### config.mk
export PLATFORM = sky130hd
export DESIGN_NAME = if_id_buffer
export DESIGN_NICKNAME = d
export VERILOG_FILES = /design/src/rtl/if_id_buffer.sv
export SDC_FILE = /design/constraint.sdc
export NUM_CORES = 1
export LEC_CHECK = 0
export BUFFER_PORTS_ARGS = -buffer_cell sky130_fd_sc_hd__buf_2
export CAP_MARGIN = 20
export CORE_AREA = 4 4 113 115
export CTS_CLUSTER_DIAMETER = 100
export CTS_CLUSTER_SIZE = 28
export DETAILED_ROUTE_END_ITERATION = 16
export DIE_AREA = 0 0 117 119
export PLACE_DENSITY = 0.78
export SLEW_MARGIN = 20
export SYNTH_ARGS = -nofsm -noshare
export SYNTH_HDL_FRONTEND = slang
export SYNTH_SLANG_ARGS = --single-unit
### constraint.sdc
create_clock -name clk -period 7.6 [get_ports clk]
set_clock_uncertainty 0.1 [all_clocks]
set_input_delay 1.52 -clock clk [delete_from_list [all_inputs] [get_ports clk]]
set_output_delay 1.52 -clock clk [all_outputs]
set_load 0.02 [all_outputs]
### src/rtl/if_id_buffer.sv
// if_id_buffer: IF->ID boundary buffer.
// Holds fetched {pc, instruction} pairs in a small FIFO with valid/ready
// handshakes on both sides. The opcode is pre-decoded into the immediate
// format select at push time and stored alongside the entry.
// Optional macro IF_ID_PERF_EN adds stall/bubble performance counters.
module if_id_buffer #(
  parameter int                XLEN     = 32,
  parameter int                DEPTH    = 2,
  parameter logic [XLEN-1:0]   RESET_PC = '0
) (
  input  logic            clk,
  input  logic            rst,
  input  logic            flush,
  input  logic            f_valid,
  output logic            f_ready,
  input  logic [XLEN-1:0] f_pc,
  input  logic [XLEN-1:0] f_instr,
  output logic            d_valid,
  input  logic            d_ready,
  output logic [XLEN-1:0] d_pc,
  output logic [XLEN-1:0] d_instr,
  output logic [2:0]      d_imm_type,
`ifdef IF_ID_PERF_EN
  output logic [31:0]     stall_cnt,
  output logic [31:0]     bubble_cnt,
`endif
  output logic            d_illegal
);

  localparam int AW = (DEPTH > 1) ? $clog2(DEPTH) : 1;
  localparam int CW = $clog2(DEPTH + 1);
  localparam logic [CW-1:0] FULL_COUNT = CW'(DEPTH);
  localparam logic [XLEN-1:0] NOP_INSTR = XLEN'(32'h0000_0013);

  // Immediate format encodings consumed by the downstream immediate parser
  localparam logic [2:0] IMM_I  = 3'd0;
  localparam logic [2:0] IMM_U  = 3'd1;
  localparam logic [2:0] IMM_S  = 3'd2;
  localparam logic [2:0] IMM_R  = 3'd3;
  localparam logic [2:0] IMM_SB = 3'd4;
  localparam logic [2:0] IMM_UJ = 3'd5;

  logic [XLEN-1:0] pc_mem    [DEPTH];
  logic [XLEN-1:0] instr_mem [DEPTH];
  logic [2:0]      type_mem  [DEPTH];
  logic            ill_mem   [DEPTH];

  logic [AW-1:0]   rd_ptr;
  logic [AW-1:0]   wr_ptr;
  logic [CW-1:0]   count;

  logic            push;
  logic            pop;
  logic [2:0]      new_type;
  logic            new_ill;

  // Handshake qualification: readiness comes only from registered count,
  // and a flush cycle completes neither side's transfer
  always_comb begin
    f_ready = (count != FULL_COUNT);
    d_valid = (count != '0);
    push    = f_valid & f_ready & ~flush;
    pop     = d_valid & d_ready & ~flush;
  end

  // Opcode pre-decode of the incoming instruction; unknown opcodes are
  // reported as R-type with the illegal flag raised
  always_comb begin
    new_type = IMM_R;
    new_ill  = 1'b0;
    unique case (f_instr[6:0])
      7'b0010011, 7'b0000011, 7'b1100111, 7'b1110011: new_type = IMM_I;
      7'b0110111, 7'b0010111:                         new_type = IMM_U;
      7'b0100011:                                     new_type = IMM_S;
      7'b0110011:                                     new_type = IMM_R;
      7'b1100011:                                     new_type = IMM_SB;
      7'b1101111:                                     new_type = IMM_UJ;
      default: begin
        new_type = IMM_R;
        new_ill  = 1'b1;
      end
    endcase
  end

  // Entry storage: cleared to a NOP at RESET_PC on reset, written on push;
  // flush leaves contents alone since they are unobservable while empty
  always_ff @(posedge clk) begin
    if (rst) begin
      for (int i = 0; i < DEPTH; i++) begin
        pc_mem[i]    <= RESET_PC;
        instr_mem[i] <= NOP_INSTR;
        type_mem[i]  <= IMM_I;
        ill_mem[i]   <= 1'b0;
      end
    end else if (push) begin
      pc_mem[wr_ptr]    <= f_pc;
      instr_mem[wr_ptr] <= f_instr;
      type_mem[wr_ptr]  <= new_type;
      ill_mem[wr_ptr]   <= new_ill;
    end
  end

  // Pointer and occupancy tracking; reset beats flush, flush beats traffic,
  // pointers wrap naturally because DEPTH is a power of two
  always_ff @(posedge clk) begin
    if (rst || flush) begin
      rd_ptr <= '0;
      wr_ptr <= '0;
      count  <= '0;
    end else begin
      if (push) wr_ptr <= wr_ptr + 1'b1;
      if (pop)  rd_ptr <= rd_ptr + 1'b1;
      unique case ({push, pop})
        2'b10:   count <= count + 1'b1;
        2'b01:   count <= count - 1'b1;
        default: count <= count;
      endcase
    end
  end

  // Decode-side outputs come straight from the registered head entry
  always_comb begin
    d_pc       = pc_mem[rd_ptr];
    d_instr    = instr_mem[rd_ptr];
    d_imm_type = type_mem[rd_ptr];
    d_illegal  = ill_mem[rd_ptr];
  end

`ifdef IF_ID_PERF_EN
  // Performance counters: fetch stalled by a full buffer, and decode
  // starved by an empty one; only reset clears them, flush does not
  always_ff @(posedge clk) begin
    if (rst) begin
      stall_cnt  <= '0;
      bubble_cnt <= '0;
    end else begin
      if (f_valid && !f_ready) stall_cnt  <= stall_cnt + 32'd1;
      if (d_ready && !d_valid) bubble_cnt <= bubble_cnt + 32'd1;
    end
  end
`endif

endmodule

* Word level (Yosys, flattened, before mapping) *
Memory sizes are Yosys's and may differ from the RTL's. A register that Yosys moved wholly into a read port is not among the register bits.
Index checks and enable logic that the tools add are counted.

operators by class
  add/sub/neg operators = 4
  bitwise gates (word level) = 5
  mux-type cells = 28
  eq/ne operators = 13
  reductions and logical operators = 10

operators by type and width
  kind                   number
  $mux W32               2
  $reduce_or A32 Y1      2
  $eq A7 B7 Y1 const B   4
  $mux W1                23
  $eq A7 B6 Y1 const B   3
  $pmux W3 S5            1
  $eq A7 B5 Y1 const B   2
  $reduce_or A10 Y1      1
  $eq A7 B2 Y1 const B   1
  $and A1 B1 Y1          4
  $pmux W2 S2            1
  $reduce_bool A2 Y1     2
  $reduce_or A4 Y1       1
  $mux W3                1
  $reduce_or A3 Y1       1
  $add A1 B1 Y1 const B  2
  $add A2 B1 Y2 const B  1
  $eq A2 B1 Y1 const B   1
  $eq A2 B2 Y1 const B   1
  $ne A2 B2 Y1 const B   1
  $reduce_or A2 Y1       1
  $sub A2 B1 Y2 const B  1
  $logic_or A1 B1 Y1     1
  $not A1 Y1             1
  $reduce_or A1 Y1       1

word-level totals
  register bits = 4
  memories = 4
  word-level logic and storage cells = 67
  bits of input ports = 69
  RAM bits = 136

memories
  memory     depth  bits a word  rd ports  clocked after memory_dff  write ports  line  text
  instr_mem  2      32           1         1                         2            44    logic [XLEN-1:0] instr_mem [DEPTH];
  pc_mem     2      32           1         1                         2            43    logic [XLEN-1:0] pc_mem [DEPTH];
  type_mem   2      3            1         1                         2            45    logic [2:0] type_mem [DEPTH];
  ill_mem    2      1            1         1                         2            46    logic ill_mem [DEPTH];

* Logic depth before layout (Yosys ltp) *
  depth in word-level cells = 8
  gate-level depth with buffers = 6
  mapped depth without buffers = 6

* Worst setup path before layout *
Ideal clock, no wire load.

  path kind = in2reg
  start = in f_valid
  end = mem ill_mem[0] (enable)
  stages = 3
  buffers on the path = 0
  library setup time = 0.508 ns
  arrival time = 5.142 ns
  path slack = 1.849 ns
  cells stage by stage = inv_1 -> or3_1 -> o21bai_1

RTL lines
  what             line  text
  start, declared  14    input logic f_valid,
  end, declared    46

==> results.sh <==
export IMPL_status="finished, final reports clean"
export IMPL_synth_warnings=0
export IMPL_start_kind="flop"
export IMPL_area_growth_syn_to_layout_pct=22.4
export IMPL_layout_drive_gt1_share_pct=43.7
export IMPL_grt_max_degree=69
export IMPL_setup_viol=0
export IMPL_avgSynthCellArea_um2=15.1
export IMPL_grt_pass1_wl_mm=19.0
export IMPL_synth_edff_count=136
export IMPL_ant_nets=0
export IMPL_synthArstFlopShare_pct=0
export IMPL_place_hpwl_mm=7.26
export IMPL_intPower_mw=1.46
export IMPL_dieArea_um2=13900
export IMPL_io_buffers=138
export IMPL_clock_root_buffer="clkbuf_16"
export IMPL_cts_setup_buffers=0
export IMPL_r2r_start="count[0]"
export IMPL_cts_buffers=17
export IMPL_crit_chain="mux2_2 -> buf_2"
export IMPL_synth_area_um2=6200
export IMPL_crit_fanout=68
export IMPL_synth_fp_nets=482
export IMPL_clkLatencyLatePin_ns=0.41
export IMPL_drv_slew=0
export IMPL_drt_wirelength_per_cell_um=16.8
export IMPL_antenna_found_initial=1
export IMPL_hold_path_depth=2
export IMPL_drv_cap=0
export IMPL_crit_family="flip-flops"
export IMPL_drc=0
export IMPL_die_y_um=119
export IMPL_slowest_stage="dfxtp_4"
export IMPL_ioPinCount=139
export IMPL_powerDensity_nw_per_um2=245
export IMPL_crit_type="reg2out"
export IMPL_required_ns=5.98
export IMPL_viasPerCell=5.14
export IMPL_finalCritPeriodShare_pct=47.8
export IMPL_rr_worst_depth=4
export IMPL_tightest_slew_ns=0.989
export IMPL_cts_num_sinks=141
export IMPL_slowest_delay_ns=0.91
export IMPL_grt_overflow_total=0
export IMPL_sw_frac_of_total_pct=21.5
export IMPL_dpl_cell_area_um2=7010
export IMPL_core_rowCount=40
export IMPL_drtIter0Drc=205
export IMPL_grt_pass1_vias=3822
export IMPL_gr_usage_all_layers_pct=18.1
export IMPL_synth_top_flop_cell="edfxtp_1"
export IMPL_drt_pass1_iterations=4
export IMPL_layout_nets=619
export IMPL_synth_seq_cells=141
export IMPL_finalHoldViolCount=0
export IMPL_core_um2=11800
export IMPL_synth_cell_type_count=36
export IMPL_cts_tree="done"
export IMPL_tns_ns=0
export IMPL_rrSetupSlack_ns=5.29
export IMPL_final_area_um2=7590
export IMPL_clockPowerShare_pct=43.3
export IMPL_rr_endpoint="instr_mem[0][30]"
export IMPL_synth_seq_area_share_pct=67.5
export IMPL_start_util_pct=52.5
export IMPL_hold_path_startpoint="rd_ptr"
export IMPL_wirelength_mm=11.9
export IMPL_combPwrFrac_pct=8.1
export IMPL_cts_hold_buf=0
export IMPL_rsz0062_at_grt="false"
export IMPL_crit_arrival_ns=2.01
export IMPL_p_seq_share_pct=48.6
export IMPL_clkSlewWorstSetupHoldPaths_ns=0.06
export IMPL_fin_util_pct=64.3
export IMPL_htree_levels=4
export IMPL_syn_inst=412
export IMPL_post_cts_resized=0
export IMPL_die_w_um=117
export IMPL_hp_class="reg2reg"
export IMPL_p_leak_nw=3.09
export IMPL_gp_congestion=0.731
export IMPL_vias=3639
export IMPL_cts_buffer_depth=2
export IMPL_path_buf_inv=1
export IMPL_max_freq_mhz=275
export IMPL_slew_headroom_pct=34.0
export IMPL_vdd_drop_max_mv=0.128
export IMPL_cp_end_kind="primary output"
export IMPL_n_antenna_cell=0
export IMPL_final_min_clock_period_ns=3.63
export IMPL_netSwitchingPower_uw=399
-- per-stage QoR --
stage          setup slack [ns]  power, mW  hold WS, ns  std cells
4_1_cts                    3.95       1.88        0.415        708
6_report                   3.97       1.86        0.413        708
5_1_grt                    3.89       1.93        0.450        708
3_3_place_gp               4.11       1.07        0.388        677
3_5_place_dp               4.08       1.07        0.389        677
2_1_floorplan              1.85       1.01        0.372        412
-- cells in the final DEF (no fill, tap or decap), types with 3 or more instances in the layout --
cell,instances
nor3_1,4
dfxtp_1,4
nand2b_1,6
edfxtp_1,136
or3_1,4
and2_1,122
clkinvlp_4,3
xor2_1,3
clkbuf_16,17
clkinv_1,3
a21oi_1,3
mux2_2,68
o21ai_0,3
clkinv_2,4
bufinv_16,3
nor2_1,10
buf_2,138
-- final cells by class --
type / count / area, um2
Multi-Input combinational cell: 247 / 1930
Clock buffer: 17 / 425
Clock inverter: 14 / 153
Tap cell: 147 / 184
Fill cell: 887 / 4220
Timing Repair Buffer: 140 / 706
Sequential cell: 141 / 4190
Inverter: 2 / 7.51
-- power groups by stage --
stage	Clock, mW	Combinational (mW)	Sequential [mW]
after floorplan	0	0.0933	0.918
after global placement	0	0.150	0.918
after detailed placement	0	0.153	0.921
after CTS	0.821	0.153	0.905
after global routing	0.855	0.164	0.908
final	0.805	0.151	0.905
-- worst max-delay path by stage --
| stage | startpoint | endpoint | cells after the start | slack [ns] |
|---|---|---|---|---|
| after global routing | flop | d_pc[18] | 2 | 3.89 |
| after CTS | flop | d_instr[3] | 2 | 3.95 |
| after detailed placement | f_valid | pc_mem[0][3] | 5 | 4.08 |
| after floorplan | f_valid | ill_mem[0] | 3 | 1.85 |
| after global placement | f_valid | pc_mem[0][3] | 5 | 4.11 |
| final | flop | d_instr[1] | 2 | 3.97 |
-- registers in the layout (all words and copies together), names as in the netlist, named ones only --
name and count:
count 2, ill_mem 2, instr_mem 64, pc_mem 64, rd_ptr 1, type_mem 6
wr_ptr 1
-- cells by family (layout without fill, tap and decap cells) --
| family | after synthesis | after routing | synth area share (%) |
|---|---|---|---|
| AND/OR/NAND/NOR | 165 | 165 | 16.7 |
| AO/OA/AOI/OAI | 9 | 9 | 0.868 |
| flip-flops | 141 | 141 | 67.5 |
| buffers and inverters | 24 | 173 | 1.80 |
| multiplexers | 68 | 68 | 12.3 |
| XOR/XNOR | 4 | 4 | 0.565 |
| adder cells (fa/ha/maj) | 1 | 1 | 0.202 |
-- cell usage after synthesis, types with 2 or more instances --
library cell  instances  area (um2)
buf_1                 2        7.51
or3_1                 4        25.0
xor2_1                3        26.3
buf_2                 5        25.0
clkbuf_1              3        11.3
edfxtp_1            136        4080
nor2_1               10        37.5
or2b_1                2        15.0
o21ai_0               3        15.0
mux2_2               68         766
nand3b_1              2        15.0
nand2b_1              7        43.8
nor3_1                4        20.0
a21oi_1               3        15.0
dfxtp_1               5         100
clkbuf_2             12        60.1
and2_1              122         763
nor2b_1               2        12.5
inv_1                 2        7.51
-- metal layers --
layer / wire, um / GRT usage [%] / vias to the layer above
met3: 642 / 5.54 / 18
met1: 4690 / 20.5 / 1781
li1: - / - / 1743
met5: 11 / 0 / -
met4: 180 / 7.53 / 2
met2: 6350 / 31.1 / 95
-- worst min-delay path: stages, from the launching register on --
cell and delay, ns:
dfxtp_1 0.33, xor2_1 0.08, nor2_1 0.07
Note: power is estimated with default switching activity, not from simulation.
